$ cat config.mk
export PLATFORM = sky130hd
export DESIGN_NAME = demux_1x2_stream
export DESIGN_NICKNAME = d
export VERILOG_FILES = /design/src/rtl/demux_1x2_stream.sv
export SDC_FILE = /design/constraint.sdc
export NUM_CORES = 1
export LEC_CHECK = 0
export CORE_ASPECT_RATIO = 0.7
export CORE_UTILIZATION = 43
export CTS_CLUSTER_SIZE = 14
export DETAILED_ROUTE_END_ITERATION = 6
export GPL_TIMING_DRIVEN = 1
export PLACE_DENSITY = 0.67
export SLEW_MARGIN = 20
export SYNTH_ARGS = -nofsm -noshare
export SYNTH_HDL_FRONTEND = slang
export SYNTH_SLANG_ARGS = --single-unit
$ cat constraint.sdc
create_clock -name clk -period 2.6 [get_ports clk]
set_input_delay 0.78 -clock clk [delete_from_list [all_inputs] [get_ports clk]]
set_output_delay 0.78 -clock clk [all_outputs]
set_load 0.1 [all_outputs]
$ cat src/rtl/demux_1x2_stream.sv
// Registered 1-to-2 stream demultiplexer with a 2-entry FIFO per output channel.
// Optional per-channel delivered-word counters are enabled by DEMUX_1X2_STREAM_COUNT_EN.
module demux_1x2_stream #(
   parameter int unsigned WIDTH = 8
) (
   input  logic             clk,
   input  logic             rst,
   input  logic             sel,
   input  logic             in_valid,
   output logic             in_ready,
   input  logic [WIDTH-1:0] in_data,
   output logic             out0_valid,
   input  logic             out0_ready,
   output logic [WIDTH-1:0] out0_data,
   output logic             out1_valid,
   input  logic             out1_ready,
   output logic [WIDTH-1:0] out1_data
`ifdef DEMUX_1X2_STREAM_COUNT_EN
   ,
   output logic [15:0]      cnt0,
   output logic [15:0]      cnt1
`endif
);

   typedef enum logic [1:0] {
      StEmpty = 2'd0,
      StOne   = 2'd1,
      StTwo   = 2'd2
   } state_e;

   logic en0, en1;
   logic push0, push1;
   logic pop0, pop1;

   state_e state0_q, state0_d;
   state_e state1_q, state1_d;
   logic   wptr0_q, wptr0_d, rptr0_q, rptr0_d;
   logic   wptr1_q, wptr1_d, rptr1_q, rptr1_d;
   logic   full0_q, full1_q;

   logic [WIDTH-1:0] mem0_q [2];
   logic [WIDTH-1:0] mem1_q [2];

   assign en0 = ~sel;
   assign en1 = sel;

   // Ready looks only at sel and registered full flags, never at the consumers.
   assign in_ready = sel ? ~full1_q : ~full0_q;

   assign push0 = in_valid & in_ready & en0;
   assign push1 = in_valid & in_ready & en1;
   assign pop0  = out0_valid & out0_ready;
   assign pop1  = out1_valid & out1_ready;

   assign out0_valid = (state0_q != StEmpty);
   assign out1_valid = (state1_q != StEmpty);
   assign out0_data  = mem0_q[rptr0_q];
   assign out1_data  = mem1_q[rptr1_q];

   // Channel 0 next-state
   always_comb begin
      state0_d = state0_q;
      wptr0_d  = wptr0_q;
      rptr0_d  = rptr0_q;
      if (push0) wptr0_d = ~wptr0_q;
      if (pop0)  rptr0_d = ~rptr0_q;
      case (state0_q)
         StEmpty: begin
            if (push0) state0_d = StOne;
         end
         StOne: begin
            if (push0 && !pop0)      state0_d = StTwo;
            else if (pop0 && !push0) state0_d = StEmpty;
         end
         StTwo: begin
            if (pop0) state0_d = StOne;
         end
         default: state0_d = StEmpty;
      endcase
   end

   // Channel 1 next-state
   always_comb begin
      state1_d = state1_q;
      wptr1_d  = wptr1_q;
      rptr1_d  = rptr1_q;
      if (push1) wptr1_d = ~wptr1_q;
      if (pop1)  rptr1_d = ~rptr1_q;
      case (state1_q)
         StEmpty: begin
            if (push1) state1_d = StOne;
         end
         StOne: begin
            if (push1 && !pop1)      state1_d = StTwo;
            else if (pop1 && !push1) state1_d = StEmpty;
         end
         StTwo: begin
            if (pop1) state1_d = StOne;
         end
         default: state1_d = StEmpty;
      endcase
   end

   always_ff @(posedge clk) begin
      if (rst) begin
         state0_q  <= StEmpty;
         wptr0_q   <= 1'b0;
         rptr0_q   <= 1'b0;
         full0_q   <= 1'b0;
         mem0_q[0] <= '0;
         mem0_q[1] <= '0;
      end else begin
         state0_q <= state0_d;
         wptr0_q  <= wptr0_d;
         rptr0_q  <= rptr0_d;
         full0_q  <= (state0_d == StTwo);
         if (push0) mem0_q[wptr0_q] <= in_data;
      end
   end

   always_ff @(posedge clk) begin
      if (rst) begin
         state1_q  <= StEmpty;
         wptr1_q   <= 1'b0;
         rptr1_q   <= 1'b0;
         full1_q   <= 1'b0;
         mem1_q[0] <= '0;
         mem1_q[1] <= '0;
      end else begin
         state1_q <= state1_d;
         wptr1_q  <= wptr1_d;
         rptr1_q  <= rptr1_d;
         full1_q  <= (state1_d == StTwo);
         if (push1) mem1_q[wptr1_q] <= in_data;
      end
   end

`ifdef DEMUX_1X2_STREAM_COUNT_EN
   logic [15:0] cnt0_q, cnt1_q;

   // Free-running wrap, no saturation.
   always_ff @(posedge clk) begin
      if (rst) begin
         cnt0_q <= 16'h0000;
         cnt1_q <= 16'h0000;
      end else begin
         if (pop0) cnt0_q <= cnt0_q + 16'h0001;
         if (pop1) cnt1_q <= cnt1_q + 16'h0001;
      end
   end

   assign cnt0 = cnt0_q;
   assign cnt1 = cnt1_q;
`endif

endmodule

==> results.sh, run 1 <==
export IMPL_outcome="complete, no violations"
export IMPL_ir_drop_mv=0.4291
export IMPL_yosysWarnings=0
export IMPL_synth_top_family_by_area="simple AND/OR/NAND/NOR gates"
export IMPL_drc_errors=0
export IMPL_setup_violations=0
export IMPL_crit_arrival_ns=1.79
export IMPL_cts_resized=0
export IMPL_fin_crit_sh=0.9894
export IMPL_die_y_um=58.12
export IMPL_yosysSeqAreaShare=0.6210
export IMPL_cts_clk_slew_worst_paths_ns=0.07
export IMPL_synthCells=148
export IMPL_start_util=0.4703
export IMPL_die_area_um2=4775
export IMPL_synthSimpleGateAreaFrac=0.1992
export IMPL_fillers=362
export IMPL_io_pins=33
export IMPL_wl_um=3478
export IMPL_port_buffers=32
export IMPL_synthToLayoutAreaGrowth_pct=24.71
export IMPL_yosys_area_top_type="edfxtp_1"
export IMPL_crit_required_ns=1.82
export IMPL_max_cap_violations=0
export IMPL_reg2reg_depth=3
export IMPL_gp_congestion=0.7732
export IMPL_clk_latency_ns=0.29
export IMPL_post_place_ws_ns=0.01957
export IMPL_max_freq_ghz=0.3887
export IMPL_cts_root_buffer_cell="clkbuf_8"
export IMPL_dp_cells=230
export IMPL_track_usage=0.1649
export IMPL_antenna_found_initial=0
export IMPL_fin_nets=199
export IMPL_htreeDepth=2
export IMPL_layout_drive_gt1_share=0.2796
export IMPL_synth_compound_area_frac=0.04075
export IMPL_cts_buffers=5
export IMPL_critPathLaunchType="primary input"
export IMPL_period_minus_slack_ns=2.572
export IMPL_tightest_slew_ns=0.3643
export IMPL_synth_area_um2=1934
export IMPL_slew_headroom=0.7568
export IMPL_grt_ovfl_total=0
export IMPL_rsz0062_at_grt="false"
export IMPL_hold_ws_ns=0.5068
export IMPL_layout_setup_ws_ns=0.02758
export IMPL_vias=1200
export IMPL_cts_tree="built"
export IMPL_dp_hpwl_um=2532
export IMPL_core_um2=4113
export IMPL_clock_sink_count=44
export IMPL_r2r_start="full1_q"
export IMPL_min_path_cells=2
export IMPL_synthTopCellsByCount="and2_1 (32), edfxtp_1 (32), mux2_2 (16)"
export IMPL_p_leak_nw=0.9596
export IMPL_detail_route_wl_per_cell_um=14.61
export IMPL_drt_iter0_markers=59
export IMPL_synth_xor_area_frac=0.01811
export IMPL_async_reset_ff_frac=0
export IMPL_post_cts_buffers=0
export IMPL_synth_avg_cell_area_um2=13.07
export IMPL_p_per_area_nw_per_um2=694.8
export IMPL_yosysTopAreaCellShare=0.4968
export IMPL_hp_class="reg -> reg"
export IMPL_clock_skew_ns=0.006607
export IMPL_vias_per_cell=5.042
export IMPL_antenna_cells=0
export IMPL_synth_cell_types=27
export IMPL_synth_fa_ha_area_frac=0
export IMPL_hold_buffers=0
export IMPL_path_class="in -> out"
export IMPL_synth_area_leaders="edfxtp_1 (50%), dfxtp_1 (12%), and2_1 (10%), mux2_2 (9.3%), nor2_1 (1.7%)"
export IMPL_dieWidth_um=82.17
export IMPL_grt_pass1_vias=1125
export IMPL_rrSetupSlack_ns=1.21
export IMPL_hold_viol_final=0
export IMPL_setup_tns_ns=0
export IMPL_syn_num_nets=162
export IMPL_ys_ff_latch=44
export IMPL_grt_max_degree=17
export IMPL_final_max_slew_viol_count=0
export IMPL_cp_max_fo=2
export IMPL_ant_nets=0
export IMPL_synth_edf_count=32
export IMPL_end_kind="output pin"
export IMPL_clock_path_buffers=2
export IMPL_fin_cells=238
export IMPL_hold_start="rptr0_q"
export IMPL_synthMuxAreaShare=0.09832
export IMPL_num_rows=19
export IMPL_ys_flop_type="edfxtp_1"
export IMPL_crit_start="sel"
export IMPL_grt_pass1_wl_um=5464
export IMPL_r2r_end="state1_q[0]"
export IMPL_drtPass1Iterations=4
==> cells in the final DEF (no fill, tap or decap), types with 3 or more instances in the layout <==
cell and n:
a211oi_1 4, and2_1 32, and3b_1 3, buf_4 23, clkbuf_8 5, clkdlybuf4s50_1 13
dfxtp_1 12, edfxtp_1 32, inv_1 4, mux2_2 16, nand3b_1 4, nor2_1 9
==> cell families after synthesis <==
family,Yosys count
multiplexers,17
XOR/XNOR,4
AO/OA/AOI/OAI,12
buffers and inverters,11
flip-flops,44
AND/OR/NAND/NOR,60
==> worst max path at each step <==
stage | end | cells past startpoint
floorplan | in_ready | 1
global placement | in_ready | 3
detailed placement | in_ready | 3
CTS | in_ready | 3
global route | in_ready | 3
finish | in_ready | 3
==> routing by layer <==
layer / vias to the layer above / part of all wire / global-route usage
li1: 598 / - / -
met4: 0 / 0.015 / 0.06767
met3: 6 / 0.032 / 0.04724
met1: 573 / 0.49 / 0.2200
met2: 23 / 0.46 / 0.2527
met5: - / 0 / 0
==> metrics by stage <==
stage,area (um^2),power (mW),utilization
2_1_floorplan,1947,1.106,-
3_3_place_gp,2306,1.190,0.5607
3_5_place_dp,2306,1.197,0.5607
4_1_cts,2412,1.689,0.5866
5_1_grt,2412,1.738,0.5866
6_report,2412,1.676,0.5866
==> layout make-up <==
type / count / area, um^2 / share of cell area
inverter: 4 / 15.01 / 0.006224
clock buffer: 5 / 68.82 / 0.02853
tap: 52 / 65.06 / 0.02697
multi-input combinational: 93 / 701.9 / 0.2910
timing repair buffer: 37 / 322.8 / 0.1338
sequential: 44 / 1201 / 0.4979
clock inverter: 3 / 37.54 / 0.01556
==> critical path: stages <==
cell and delay, ns:
clkdlybuf4s50_1 0.54, mux2i_4 0.27, buf_12 0.19
==> registers in the layout, indices dropped and copies added (netlist names), 2 cells and up, named ones only <==
register	count
mem0_q	16
mem1_q	16
state0_q	2
state1_q	2
==> where the power goes <==
part | total (mW) | switching [mW] | leakage [nW] | internal, mW
sequential | 0.813 | 0.0205 | 0.433 | 0.792
combinational | 0.367 | 0.266 | 0.474 | 0.101
clock | 0.497 | 0.217 | 0.0532 | 0.280
total | 1.68 | 0.503 | 0.960 | 1.17
(Power assumes the default switching activity.)
==> run 2, diff against run 1 <==
HOLD_SLACK_MARGIN = 0.06   (was default)
==> results of run 2 <==
No change in the layout: final DEF, timing and power equal those of run 1.
